==> src/rtl/icache_refill_if.sv <==
// icache_refill_if: groups the cache-side miss/line signals and the
// instruction-memory read port of the refill engine.
//   slave  : the refill engine's view (miss request and memory data in,
//            line and memory request out)
//   master : the environment's view (cache plus instruction memory)
interface icache_refill_if;
    logic         miss_req;
    logic [31:0]  miss_addr;
    logic         busy;
    logic [127:0] line_data;
    logic [31:0]  line_addr;
    logic         line_valid;
    logic         refill_err;
    logic         mem_rd;
    logic [31:0]  mem_addr;
    logic [31:0]  mem_rdata;
    logic         mem_ack;

    modport slave (
        input  miss_req, miss_addr, mem_rdata, mem_ack,
        output busy, line_data, line_addr, line_valid, refill_err,
               mem_rd, mem_addr
    );

    modport master (
        output miss_req, miss_addr, mem_rdata, mem_ack,
        input  busy, line_data, line_addr, line_valid, refill_err,
               mem_rd, mem_addr
    );
endinterface

==> src/rtl/icache_refill.sv <==
// icache_refill: fetches the four words of a missing 16-byte instruction line
// in order 0..3, packs them into a 128-bit line (word k at [32k+31:32k]) and
// pulses line_valid for one cycle. A watchdog aborts the refill with a
// one-cycle refill_err pulse after TIMEOUT consecutive cycles without mem_ack.
//
// Ports:
//   clock  - system clock, rising edge
//   reset  - synchronous, active-high
//   bus    - icache_refill_if.slave: miss_req/miss_addr in, busy/line_* and
//            refill_err out, mem_rd/mem_addr out, mem_rdata/mem_ack in
//
// State | Meaning
// ------+--------------------------------------------------------------
// IDLE  | waiting for miss_req
// FETCH | reading word k of the line, watchdog counting idle cycles
// DONE  | line complete, line_valid high for this one cycle
module icache_refill #(
    parameter int TIMEOUT = 255
) (
    input  logic          clock,
    input  logic          reset,
    icache_refill_if.slave bus
);
    localparam logic [1:0] S_IDLE  = 2'd0;
    localparam logic [1:0] S_FETCH = 2'd1;
    localparam logic [1:0] S_DONE  = 2'd2;

    localparam logic [15:0] WD_MAX  = 16'(TIMEOUT);
    localparam logic [15:0] WD_LAST = 16'(TIMEOUT - 1);

    logic [1:0]   state;
    logic [1:0]   k;
    logic [15:0]  wd;
    logic [31:0]  base;
    logic         busy_q;
    logic         line_valid_q;
    logic         refill_err_q;
    logic         mem_rd_q;
    logic [31:0]  mem_addr_q;
    logic [127:0] line_data_q;
    logic [31:0]  line_addr_q;

    // Asserted in the TIMEOUT-th consecutive ack-less FETCH cycle.
    logic wd_expire;
    assign wd_expire = (wd == WD_LAST);

    always_ff @(posedge clock) begin
        if (reset) begin
            state        <= S_IDLE;
            k            <= 2'd0;
            wd           <= 16'd0;
            base         <= 32'd0;
            busy_q       <= 1'b0;
            line_valid_q <= 1'b0;
            refill_err_q <= 1'b0;
            mem_rd_q     <= 1'b0;
            mem_addr_q   <= 32'd0;
            line_data_q  <= 128'd0;
            line_addr_q  <= 32'd0;
        end else begin
            line_valid_q <= 1'b0;
            refill_err_q <= 1'b0;
            case (state)
                S_IDLE: begin
                    if (bus.miss_req) begin
                        base       <= bus.miss_addr & 32'hFFFF_FFF0;
                        mem_addr_q <= bus.miss_addr & 32'hFFFF_FFF0;
                        k          <= 2'd0;
                        wd         <= 16'd0;
                        mem_rd_q   <= 1'b1;
                        busy_q     <= 1'b1;
                        state      <= S_FETCH;
                    end
                end
                S_FETCH: begin
                    if (bus.mem_ack) begin
                        line_data_q[{k, 5'b00000} +: 32] <= bus.mem_rdata;
                        k  <= k + 2'd1;
                        wd <= 16'd0;
                        if (k == 2'd3) begin
                            // mem_addr stays on the last word once the line is in
                            state        <= S_DONE;
                            mem_rd_q     <= 1'b0;
                            line_valid_q <= 1'b1;
                            line_addr_q  <= base;
                        end else begin
                            mem_addr_q <= mem_addr_q + 32'd4;
                        end
                    end else if (wd_expire) begin
                        wd           <= WD_MAX;
                        state        <= S_IDLE;
                        mem_rd_q     <= 1'b0;
                        busy_q       <= 1'b0;
                        refill_err_q <= 1'b1;
                    end else begin
                        wd <= wd + 16'd1;
                    end
                end
                S_DONE: begin
                    state  <= S_IDLE;
                    busy_q <= 1'b0;
                end
                default: begin
                    state    <= S_IDLE;
                    busy_q   <= 1'b0;
                    mem_rd_q <= 1'b0;
                end
            endcase
        end
    end

    assign bus.busy       = busy_q;
    assign bus.line_valid = line_valid_q;
    assign bus.refill_err = refill_err_q;
    assign bus.mem_rd     = mem_rd_q;
    assign bus.mem_addr   = mem_addr_q;
    assign bus.line_data  = line_data_q;
    assign bus.line_addr  = line_addr_q;
endmodule

==> src/flat_wrapper.sv <==
// flat-port wrapper written by rule: the top's interface ports become plain ports
module icache_refill_flat 
#(
    parameter int TIMEOUT = 255
)
  (clock, reset, bus_miss_req, bus_miss_addr, bus_mem_rdata, bus_mem_ack, bus_busy, bus_line_data, bus_line_addr, bus_line_valid, bus_refill_err, bus_mem_rd, bus_mem_addr);
  icache_refill_if bus_i ();
  input  logic clock;
  input  logic reset;
  input wire logic [$bits(bus_i.miss_req)-1:0] bus_miss_req;
  input wire logic [$bits(bus_i.miss_addr)-1:0] bus_miss_addr;
  input wire logic [$bits(bus_i.mem_rdata)-1:0] bus_mem_rdata;
  input wire logic [$bits(bus_i.mem_ack)-1:0] bus_mem_ack;
  output wire logic [$bits(bus_i.busy)-1:0] bus_busy;
  output wire logic [$bits(bus_i.line_data)-1:0] bus_line_data;
  output wire logic [$bits(bus_i.line_addr)-1:0] bus_line_addr;
  output wire logic [$bits(bus_i.line_valid)-1:0] bus_line_valid;
  output wire logic [$bits(bus_i.refill_err)-1:0] bus_refill_err;
  output wire logic [$bits(bus_i.mem_rd)-1:0] bus_mem_rd;
  output wire logic [$bits(bus_i.mem_addr)-1:0] bus_mem_addr;
  assign bus_i.miss_req = bus_miss_req;
  assign bus_i.miss_addr = bus_miss_addr;
  assign bus_i.mem_rdata = bus_mem_rdata;
  assign bus_i.mem_ack = bus_mem_ack;
  assign bus_busy = bus_i.busy;
  assign bus_line_data = bus_i.line_data;
  assign bus_line_addr = bus_i.line_addr;
  assign bus_line_valid = bus_i.line_valid;
  assign bus_refill_err = bus_i.refill_err;
  assign bus_mem_rd = bus_i.mem_rd;
  assign bus_mem_addr = bus_i.mem_addr;
  icache_refill #(.TIMEOUT(TIMEOUT)) u_core (.clock(clock), .reset(reset), .bus(bus_i));
endmodule
==> config.mk <==
export PLATFORM = sky130hd
export DESIGN_NAME = icache_refill_flat
export DESIGN_NICKNAME = d
export VERILOG_FILES = /design/src/rtl/icache_refill_if.sv /design/src/rtl/icache_refill.sv /design/src/flat_wrapper.sv
export SDC_FILE = /design/constraint.sdc
export NUM_CORES = 1
export LEC_CHECK = 0
export BUFFER_PORTS_ARGS = -buffer_cell sky130_fd_sc_hd__buf_2
export CAP_MARGIN = 20
export CORE_MARGIN = 2
export CORE_UTILIZATION = 54
export CTS_BUF_LIST = sky130_fd_sc_hd__clkbuf_4 sky130_fd_sc_hd__clkbuf_8
export DETAILED_ROUTE_END_ITERATION = 10
export PLACE_DENSITY = 0.82
export SETUP_SLACK_MARGIN = 0.3
export SYNTH_ARGS = -nofsm -noshare
export SYNTH_HDL_FRONTEND = slang
export SYNTH_SLANG_ARGS = --single-unit
==> constraint.sdc <==
create_clock -name clock -period 2.6 [get_ports clock]
set_input_delay 0.52 -clock clock [delete_from_list [all_inputs] [get_ports clock]]
set_output_delay 0.52 -clock clock [all_outputs]
set_load 0.005 [all_outputs]
==> results of run 1 <==
kinds of logic after synthesis:
kind of cell    Yosys count  share of synthesized area
simple gates            558                     0.2654
compound gates          300                     0.1739
flops                   238                     0.4971
buf+inv                 104                    0.04347
fa+ha+maj                 9                    0.01175
mux                       5                   0.005222
xor+xnor                  3                   0.002742
other cells               1                  0.0003913
power by group through the flow:
stage          combinational (mW)  clock, mW  sequential [mW]
2_1_floorplan               0.335          0             3.89
3_3_place_gp                0.595          0             3.90
3_5_place_dp                0.602          0             3.90
4_1_cts                     0.605       3.43             3.82
5_1_grt                     0.669       3.60             3.84
6_report                    0.616       3.38             3.83
cell usage after synthesis (5+ instances only):
master	instances
o21ai_0	29
buf_4	6
clkbuf_1	86
a31oi_1	13
dfxtp_1	238
a32o_1	6
nor3_1	9
a21oi_1	208
nor2_1	36
o22ai_1	6
inv_1	9
o31ai_1	9
and3_1	6
nand4_1	15
mux2i_1	5
ha_1	9
and2_1	8
nor3b_1	6
nand3_1	147
a22oi_1	8
nand2_1	296
state kept, by name, summed over array words and instances (netlist names):
signal	flops
u_core.bus.line_data	128
u_core.bus.busy	1
u_core.bus.line_valid	1
u_core.bus.line_addr	28
u_core.state	2
u_core.base	28
u_core.k	2
u_core.bus.refill_err	1
u_core.wd	16
u_core.bus.mem_addr	30
u_core.bus.mem_rd	1
per-layer routing:
metal / wire [um] / part of all wire / global-route usage
met5: 0 / 0 / 0
met4: 1280 / 0.044 / 0.1506
met3: 2443 / 0.084 / 0.07064
met2: 13180 / 0.46 / 0.4552
met1: 12040 / 0.42 / 0.3838
critical path, delay by kind of cell, from the launching register on:
kind / cells / cell delay (ns)
and+or+nand+nor: 4 / 1.45
DFF: 1 / 0.41
AOI/OAI and AO/OA: 1 / 0.16
stage by stage:
stage | power (mW) | setup slack [ns] | util | instances
2_1_floorplan | 4.228 | 0.6691 | - | 1223
3_3_place_gp | 4.492 | 0.5613 | 0.6410 | 1638
3_5_place_dp | 4.505 | 0.5069 | 0.6410 | 1638
4_1_cts | 7.860 | 0.4840 | 0.6881 | 1705
5_1_grt | 8.103 | 0.3675 | 0.6884 | 1705
6_report | 7.826 | 0.5064 | 0.6884 | 1705
final timing paths:
| check | slack (ns) | cells after the start | to |
|---|---|---|---|
| max | 0.51 | 5 | u_core.bus.mem_addr[29] |
| min reg2reg | 0.45 | 2 | u_core.bus.line_data[115] |
| min | 0.25 | 3 | u_core.base[16] |
| max reg2reg | 0.51 | 5 | u_core.bus.mem_addr[29] |
cells in the final DEF, fill, tap and decap left out, types with 3 or more instances in the layout:
cell,instances
o22ai_1,6
clkbuf_8,48
and4_1,4
a31oi_1,13
buf_12,4
nor2_1,35
a22o_1,3
a22oi_1,8
and2_1,8
or3_1,4
dfxtp_1,238
mux2i_1,5
conb_1,6
buf_4,28
clkinv_2,5
nand2_1,296
nand2b_1,4
o21ai_0,29
nand3_1,147
inv_1,9
clkbuf_4,12
nor4_1,3
or2_2,3
o31ai_1,9
nand4_1,15
a21oi_1,208
a21o_1,3
nor3b_1,3
ha_1,9
a311oi_1,3
a32o_1,6
nor3b_2,3
and3_1,6
buf_2,252
nor3_1,8
or4_1,4
area by class of cell:
type,instances,area share
Clock inverter,7,0.005359
Timing Repair Buffer,285,0.1312
Inverter,9,0.002837
Sequential cell,238,0.4001
Multi-Input combinational cell,881,0.3738
Clock buffer,60,0.06304
Tap cell,225,0.02364
==> results.txt, run 1 <==
CTS Buffer Depth: 3
Crit Path Class: reg -> reg
Worst path slowest cell: nor4_4
Post-cts gate resize count: 0
H-tree lvl count: 2
Via Count: 9866
Synth top area share: 0.4971
Syn Inst Count: 1218
Worst skew pair latency: 0.53 ns
Fraction of the yosys area taken by sequential cells: 0.4971
Final #Nets: 1531
Area Overhead vs Synth: 24.24%
Status: finished clean
Diodes inserted: 0
Max Freq: 477.7 MHz
Largest net degree at the start of global routing: 117
CTS buffer count: 39
Max-slew headroom: 0.6022
Drt wl/cell: 16.98 um
Congestion Overflow GR: 0
PortBufs: 253
Hold WS: 0.2472 ns
Number of synthesized flops with an enable pin: 0
Initial Utilization: 0.5541
Rows: 48
Distinct cells, synth: 53
HP Class: in -> reg
Die area: 18830 um^2
Final instance area: 11910 um^2
Crit. End Element: register
FF/Latch Area: 4765 um^2
IO Count: 264
Post-CTS Setup Inserts: 0
DRT iter0 DRCs: 851
Gate power share: 0.079
First-pass GRT wire length: 44.37 mm
Initial antenna violation count: 0
CP arrival: 2.56 ns
CP max stage delay: 0.53 ns
Power per Cell Area: 657.2 nW/um^2
Post-synthesis async set-or-reset flop share: 0
Placed Area: 11090 um^2
Slew @ Worst Pin: 0.5967 ns
Max IR drop VDD: 548.4 uV
Period utilization: 0.8052
Worst r2r src: u_core.bus.mem_addr[7]
Crit start category: register
Internal power: 5.889 mW
Critical path peak fanout: 7
Sequential Power Share: 0.489
HPWL Detailed: 19.27 mm
RSZ-0062 raised after global routing: false
CP cell instances: nand3_1, nor4_4, nand3_2, or4_1, a31oi_1
Final Hold Viols: 0
Final setup vio count: 0
Setup TNS: 0 ns
Mean post-synth cell area: 7.869 um^2
GRT Resource Usage Total: 0.2944
Area of the mapped netlist: 9584 um^2
Final WL: 28.94 mm
Worst Skew: 0.02799 ns
Die Y: 137.2 um
Antenna Nets Post-Route: 0
Clk pwr share: 0.432
Die width: 137.2 um
Hold Path Origin: bus_miss_addr[16]
Synth Register Bits: 238
Fraction of layout instances using a drive strength above 1: 0.2480
Post-synth top flop: dfxtp_1
Data required, critical path: 3.06 ns
Ys Warns: 0
TritonCTS clock tree: done
Area occupied by multi-input gates: 4451 um^2
DR pass1 iterations: 5
Clk pin slew, worst setup/hold paths: 0.07 ns
Cts hold-fix bufs: 0
# Max-Cap Violations: 0
Core area: 17300 um^2
Worst setup path start: u_core.bus.mem_addr[7]
Leakage: 4.923 nW
Sw Ratio: 0.2475
Slew Viols, Final: 0
DRC: 0
Filler instances: 1430
Minimum clock period: 2.094 ns
Synth area leader: dfxtp_1
Synth area leaders: dfxtp_1, nand2_1, a21oi_1
Root Buffer: clkbuf_8
Sink Count: 238
Vias in the first global route: 8765
Post-DR vias/cell: 5.787
Net switching power: 1.937 mW
Placer congestion estimate: 0.9939
Note: power is estimated with default switching activity, not from simulation.
==> inputs of run 2 (changes only) <==
--- a/config.mk
+++ b/config.mk
@@ -5,13 +5,14 @@
 export SDC_FILE = /design/constraint.sdc
 export NUM_CORES = 1
 export LEC_CHECK = 0
+export ABC_AREA = 1
 export BUFFER_PORTS_ARGS = -buffer_cell sky130_fd_sc_hd__buf_2
 export CAP_MARGIN = 20
 export CORE_MARGIN = 2
-export CORE_UTILIZATION = 54
+export CORE_UTILIZATION = 50
 export CTS_BUF_LIST = sky130_fd_sc_hd__clkbuf_4 sky130_fd_sc_hd__clkbuf_8
 export DETAILED_ROUTE_END_ITERATION = 10
-export PLACE_DENSITY = 0.82
+export PLACE_DENSITY = 0.79
 export SETUP_SLACK_MARGIN = 0.3
 export SYNTH_ARGS = -nofsm -noshare
 export SYNTH_HDL_FRONTEND = slang
==> constraint.sdc (replaced) <==
create_clock -name clock -period 1.8 [get_ports clock]
set_input_delay 0.36 -clock clock [delete_from_list [all_inputs] [get_ports clock]]
set_output_delay 0.36 -clock clock [all_outputs]
set_load 0.005 [all_outputs]
==> run 2 against run 1 <==
  * Die area increased by 15%
  * Largest power group unchanged
  * Non-clock buffer count increased by 74
  * Critical endpoint is now u_core.bus.mem_addr[24]
  * Fmax increased by 26%
  * Clock power increased by 64%
  * Worst setup slack got worse by 0.37 ns
==> results.txt, run 2 <==
Vias in the first global route: 10490 (was 8765)
HPWL Detailed: 22.25 mm (was 19.27 mm)
H-tree lvl count: 2 (unchanged)
Slew Viols, Final: 0 (unchanged)
IO Count: 264 (unchanged)
Crit start category: register (unchanged)
Leakage: 6.028 nW (was 4.923 nW)
Max reg flops: 128 (unchanged)
Most common cell after layout, fill and taps aside: nand2_1 (unchanged)
Area of the mapped netlist: 10290 um^2 (was 9584 um^2)
Final setup vio count: 0 (unchanged)
Cts hold-fix bufs: 0 (unchanged)
Syn Inst Count: 1425 (was 1218)
CP cell instances: ha_2, or2_0, nand2_1, nand2_4, buf_12, a21oi_2, nand2_1, a21oi_2 (was nand3_1, nor4_4, nand3_2, or4_1, a31oi_1)
CTS buffer count: 40 (was 39)
Period utilization: 0.9255 (was 0.8052)
Area Overhead vs Synth: 41.55% (was 24.24%)
Initial antenna violation count: 1 (was 0)
Power per Cell Area: 886.3 nW/um^2 (was 657.2 nW/um^2)
Synth Register Bits: 238 (unchanged)
Setup ws final: 0.1342 ns (was 0.5064 ns)
Worst path slowest cell: dfxtp_4 (was nor4_4)
Max IR drop VDD: 678.3 uV (was 548.4 uV)
Core area: 20230 um^2 (was 17300 um^2)
DRT iter0 DRCs: 1085 (was 851)
DR pass1 iterations: 6 (was 5)
Final Hold Viols: 0 (unchanged)
Fraction of layout instances using a drive strength above 1: 0.3465 (was 0.2480)
Post-DR vias/cell: 5.778 (was 5.787)
Slew @ Worst Pin: 0.7815 ns (was 0.5967 ns)
Data required, critical path: 2.26 ns (was 3.06 ns)
Critical path peak fanout: 26 (was 7)
Final #Nets: 1814 (was 1531)
DR WL met3: 3.805 mm (was 2.443 mm)
Worst skew pair latency: 0.57 ns (was 0.53 ns)
GRT Resource Usage Total: 0.3024 (was 0.2944)
Die area: 21740 um^2 (was 18830 um^2)
DP Worst Slack: 0.02113 ns (was 0.5069 ns)
Largest net degree at the start of global routing: 166 (was 117)
Fraction of the yosys area taken by sequential cells: 0.4631 (was 0.4971)
Max Freq: 600.3 MHz (was 477.7 MHz)
PortBufs: 253 (unchanged)
Post-synth top flop: dfxtp_1 (unchanged)
Die Y: 147.4 um (was 137.2 um)
Count leader, synth: nand2_1 (unchanged)
Clk pin slew, worst setup/hold paths: 0.07 ns (about the same)
Routed wl met2: 18.06 mm (was 13.18 mm)
Synth area leaders: dfxtp_1, a21oi_1, nand2_1 (was dfxtp_1, nand2_1, a21oi_1)
DR top layer: met4 (unchanged)
Crit Path Class: reg -> reg (unchanged)
Sink Count: 238 (unchanged)
Drt wl/cell: 18.53 um (was 16.98 um)
# Max-Cap Violations: 0 (unchanged)
Number of synthesized flops with an enable pin: 0 (unchanged)
Minimum clock period: 1.666 ns (was 2.094 ns)
HP Class: in -> reg (unchanged)
Ys Warns: 0 (unchanged)
Placer congestion estimate: 0.9415 (was 0.9939)
DRC: 0 (unchanged)
Final WL: 37.73 mm (was 28.94 mm)
TritonCTS clock tree: done (unchanged)
Root Buffer: clkbuf_8 (unchanged)
Diodes inserted: 0 (unchanged)
Rows: 52 (was 48)
Via Count: 11760 (was 9866)
Antenna Nets Post-Route: 0 (unchanged)
CTS Buffer Depth: 3 (unchanged)
Worst Skew: 0.04538 ns (was 0.02799 ns)
Crit. End Element: register (unchanged)
First-pass GRT wire length: 53.72 mm (was 44.37 mm)
Distinct cells, synth: 35 (was 53)
Mean post-synth cell area: 7.219 um^2 (was 7.869 um^2)
Post-synthesis async set-or-reset flop share: 0 (unchanged)
Setup TNS: 0 ns (unchanged)
Most frequent cells in the layout: nand2_1, buf_2, a21oi_1, dfxtp_1, nand3_1 (was nand2_1, buf_2, dfxtp_1, a21oi_1, nand3_1)
Status: finished clean (unchanged)
Top cells by count, synth: nand2_1, dfxtp_1, a21oi_1, nand3_1, nor2_1 (was nand2_1, dfxtp_1, a21oi_1, nand3_1, clkbuf_1)
Die width: 147.4 um (was 137.2 um)
Synth top area share: 0.4631 (was 0.4971)
WL met1: 13.62 mm (was 12.04 mm)
Synth area leader: dfxtp_1 (unchanged)
Max-slew headroom: 0.4790 (was 0.6022)
CP arrival: 2.13 ns (was 2.56 ns)
RSZ-0062 raised after global routing: true (was false)
CP max stage delay: 0.38 ns (was 0.53 ns)
Initial Utilization: 0.5084 (was 0.5541)
Congestion Overflow GR: 0 (unchanged)
## run 2: cell types whose count changed in the layout (fill, tap and decap cells not counted), moves of 33 or more
cell     delta
buf_4      +33
inv_1      +63
nand3_1    -55
nor2_1     +46
o21ai_0    +37
or3_1      +48
## run 2: repair_timing
item                                   4_1_cts  5_1_grt
pin swaps                                   14       48
resized for setup                          109      149
setup endpoints to repair                  235      229
setup buffers                               24       26
endpoints found under the hold margin        0        0
gates cloned                                 5       10
## run 2: power breakdown
group          leakage (nW)  switching, mW  total, mW  internal [mW]
clock                 0.493           2.29       5.54           3.25
combinational          3.59           1.07       1.75          0.683
sequential             1.95          0.168       5.62           5.45
total                  6.03           3.53       12.9           9.38
## run 2: per-layer routing
| metal | global-route usage | vias up |
|---|---|---|
| met5 | 0 | - |
| li1 | - | 5401 |
| met4 | 0.1428 | 0 |
| met2 | 0.5159 | 758 |
| met3 | 0.06790 | 171 |
| met1 | 0.3635 | 5433 |
## run 2: per-stage QoR
step,instances,hold WS [ns],util,power (mW),cell area [um^2]
after global routing,2036,0.07922,0.7196,13.27,14560
final,2036,0.07386,0.7196,12.91,14560
after CTS,2000,0.06188,0.6754,12.59,13670
after floorplan,1430,0.4556,-,6.478,10570
after global placement,1900,0.4458,0.5970,6.956,12080
after detailed placement,1900,0.4499,0.5970,6.980,12080
## run 2: worst max-delay path, delay by kind of cell, from the launching register on
kind            cells  cell delay (ns)
simple gates        4             0.52
flops               1             0.38
compound gates      2             0.25
fa+ha+maj           1             0.21
buf+inv             1             0.17
## run 2: cell families after synthesis
family / count (synthesis) / share of synthesized area
other: 1 / 0.0003645
xor gates and xnor gates: 5 / 0.004258
and+or+nand+nor: 654 / 0.2811
DFF: 238 / 0.4631
AOI/OAI and AO/OA: 332 / 0.1644
buffers and inverters: 186 / 0.07577
adders and majority gates: 9 / 0.01095
## run 2: final cells by class
class                   instances  area, um^2
clock buffers                  60       782.0
clock inverters                11       151.4
fillers                      1452        5673
inverters                      88       419.2
multi-input cells            1007        5493
flip-flops and latches        238        4815
well taps                     270       337.8
repair buffers                359        2540
repair inverters                3       23.77
## run 2: worst paths after layout
| check | depth (start not counted) | endpoint | slack, ns | start |
|---|---|---|---|---|
| worst max-delay path | 8 | u_core.bus.mem_addr[24] | 0.13 | u_core.k[0] |
| worst min-delay path | 3 | u_core.base[6] | 0.07 | bus_miss_addr[6] |
| worst max register to register | 8 | u_core.bus.mem_addr[24] | 0.13 | u_core.k[0] |
| worst min register to register | 2 | u_core.bus.line_data[107] | 0.46 | u_core.bus.line_data[107] |
==> inputs of run 3 (changes only) <==
--- a/config.mk
+++ b/config.mk
@@ -10,9 +10,10 @@
 export CAP_MARGIN = 20
 export CORE_MARGIN = 2
 export CORE_UTILIZATION = 50
-export CTS_BUF_LIST = sky130_fd_sc_hd__clkbuf_4 sky130_fd_sc_hd__clkbuf_8
+export CTS_BUF_LIST = sky130_fd_sc_hd__clkbuf_8
 export DETAILED_ROUTE_END_ITERATION = 10
 export PLACE_DENSITY = 0.79
+export REMOVE_ABC_BUFFERS = 1
 export SETUP_SLACK_MARGIN = 0.3
 export SYNTH_ARGS = -nofsm -noshare
 export SYNTH_HDL_FRONTEND = slang
==> run 3 against run 2 <==
  * Via count is 0.47% higher
  * First-iteration DRC count shrank 12%
  * Non-clock buffer count increased by 5
  * Critical path type unchanged
  * Largest power group unchanged
==> results.txt, run 3 (synthesized netlist as in run 2, its figures left out) <==
Crit Path Class: reg -> reg (unchanged)
Sink Count: 238 (unchanged)
Period utilization: 0.9950 (was 0.9255)
Core area: 20230 um^2 (unchanged)
Fraction of layout instances using a drive strength above 1: 0.3343 (was 0.3465)
Slew @ Worst Pin: 0.7269 ns (was 0.7815 ns)
GRT Resource Usage Total: 0.3001 (was 0.3024)
Final setup vio count: 0 (unchanged)
Non-Filler Instances: 2036 (unchanged)
HP Class: in -> reg (unchanged)
RSZ-0062 raised after global routing: true (unchanged)
Sequential Power Share: 0.453 (was 0.435)
Final WL: 38.57 mm (was 37.73 mm)
Critical path peak fanout: 10 (was 26)
Filler instances: 1458 (was 1452)
CP arrival: 2.21 ns (was 2.13 ns)
DR pass1 iterations: 6 (unchanged)
Worst skew pair latency: 0.54 ns (was 0.57 ns)
Largest net degree at the start of global routing: 106 (was 166)
CTS buffer count: 39 (was 40)
Net switching power: 3.538 mW (was 3.527 mW)
Max-slew headroom: 0.5154 (was 0.4790)
Initial Utilization: 0.5084 (unchanged)
DRC: 0 (unchanged)
# Max-Cap Violations: 0 (unchanged)
Congestion Overflow GR: 0 (unchanged)
Leakage: 5.992 nW (was 6.028 nW)
Crit start category: register (unchanged)
Power per Cell Area: 847.7 nW/um^2 (was 886.3 nW/um^2)
Area Overhead vs Synth: 41.61% (was 41.55%)
DP Worst Slack: -0.07349 ns (was 0.02113 ns)
Final #Nets: 1817 (was 1814)
Crit. End Element: register (unchanged)
Post-DR vias/cell: 5.805 (was 5.778)
Slew Viols, Final: 0 (unchanged)
Max Freq: 558.4 MHz (was 600.3 MHz)
Root Buffer: clkbuf_8 (unchanged)
Data required, critical path: 2.21 ns (was 2.26 ns)
Antenna Nets Post-Route: 0 (unchanged)
Setup ws final: 0.009037 ns (was 0.1342 ns)
DRT iter0 DRCs: 953 (was 1085)
Setup TNS: 0 ns (unchanged)
Drt wl/cell: 18.94 um (was 18.53 um)
First-pass GRT wire length: 53.05 mm (was 53.72 mm)
Die Y: 147.4 um (unchanged)
Most common cell after layout, fill and taps aside: nand2_1 (unchanged)
Initial antenna violation count: 2 (was 1)
Clk pin slew, worst setup/hold paths: 0.06 ns (was 0.07 ns)
Gate power share: 0.168 (was 0.136)
Die width: 147.4 um (unchanged)
Vias in the first global route: 10520 (was 10490)
TritonCTS clock tree: done (unchanged)
PortBufs: 253 (unchanged)
Cts hold-fix bufs: 0 (unchanged)
Placed cell count: 1915 (was 1900)
IO Count: 264 (unchanged)
Via Count: 11820 (was 11760)
Max IR drop VDD: 576.2 uV (was 678.3 uV)
Placer congestion estimate: 0.8589 (was 0.9415)
Internal power: 8.812 mW (was 9.378 mW)
Final Power: 12.35 mW (was 12.91 mW)
Max reg flops: 128 (unchanged)
Rows: 52 (unchanged)
Worst Skew: 0.03090 ns (was 0.04538 ns)
Status: finished clean (unchanged)
Clk pwr share: 0.379 (was 0.429)
HPWL Detailed: 20.92 mm (was 22.25 mm)
Most frequent cells in the layout: nand2_1, buf_2, dfxtp_1, a21oi_1, nand3_1 (was nand2_1, buf_2, a21oi_1, dfxtp_1, nand3_1)
Die area: 21740 um^2 (unchanged)
Minimum clock period: 1.791 ns (was 1.666 ns)
H-tree lvl count: 2 (unchanged)
Final Hold Viols: 0 (unchanged)
Sw Ratio: 0.2865 (was 0.2733)
CTS Buffer Depth: 3 (unchanged)
run 3: changes by cell type in the layout (fill, tap and decap cells not counted), sizes merged:
cell and change:
clkbuf -7, inv +7, buf +4, bufinv -3
clkinv -3, bufbuf -2, nand2 +2, clkinvlp +1
diode +1
run 3: worst paths after layout:
check | start | end | slack [ns] | depth (start not counted)
setup / recovery | u_core.k[0] | u_core.bus.line_data[45] | 0.009 | 7
setup reg to reg | u_core.k[0] | u_core.bus.line_data[45] | 0.009 | 7
hold / removal | bus_miss_addr[29] | u_core.base[29] | 0.08 | 3
hold reg to reg | u_core.bus.busy | u_core.bus.busy | 0.46 | 2
run 3: metrics by stage:
| stage | util | hold WS (ns) | instance area (um^2) |
|---|---|---|---|
| floorplan | - | 0.4291 | 9864 |
| global placement | 0.5949 | 0.4468 | 12040 |
| detailed placement | 0.5949 | 0.4499 | 12040 |
| CTS | 0.6668 | 0.05996 | 13490 |
| global route | 0.7198 | 0.07070 | 14570 |
| finish | 0.7199 | 0.08210 | 14570 |
run 3: power by group through the flow:
stage          sequential [mW]  combinational, mW  clock, mW
6_report                  5.60               2.07       4.68
3_5_place_dp              5.70               1.24          0
5_1_grt                   5.61               2.17       4.93
4_1_cts                   5.59               1.60       4.65
3_3_place_gp              5.70               1.22          0
2_1_floorplan             5.69              0.567          0
run 3: cell type report:
cell class | instances | area, um^2 | share of cell area
sequential | 238 | 4778 | 0.3280
timing repair buffer | 364 | 2758 | 0.1893
clock inverter | 16 | 68.82 | 0.004724
inverter | 88 | 380.4 | 0.02611
tap | 270 | 337.8 | 0.02319
antenna | 1 | 2.502 | 0.0001718
clock buffer | 50 | 688.2 | 0.04724
multi-input combinational | 1009 | 5554 | 0.3813
run 3: repair_timing:
action,CTS,global route
buffers inserted,17,13
pin swaps,13,72
endpoints found under the setup margin,204,242
resized for setup,75,173
cloned,11,13
run 3: metal layers:
metal / GRT usage / up-vias / wire, um
met3: 0.07099 / 179 / 3826
met5: 0 / - / 13
met4: 0.1168 / 2 / 2174
met2: 0.5131 / 762 / 18220
met1: 0.3674 / 5460 / 14330
li1: - / 5415 / -
run 3: worst max-delay path, stage by stage (launching register included):
cell and delay [ns]:
dfxtp_4 0.38, inv_4 0.06, ha_4 0.28, buf_8 0.13
inv_8 0.06, clkbuf_16 0.16, or3_1 0.38, a21oi_1 0.24
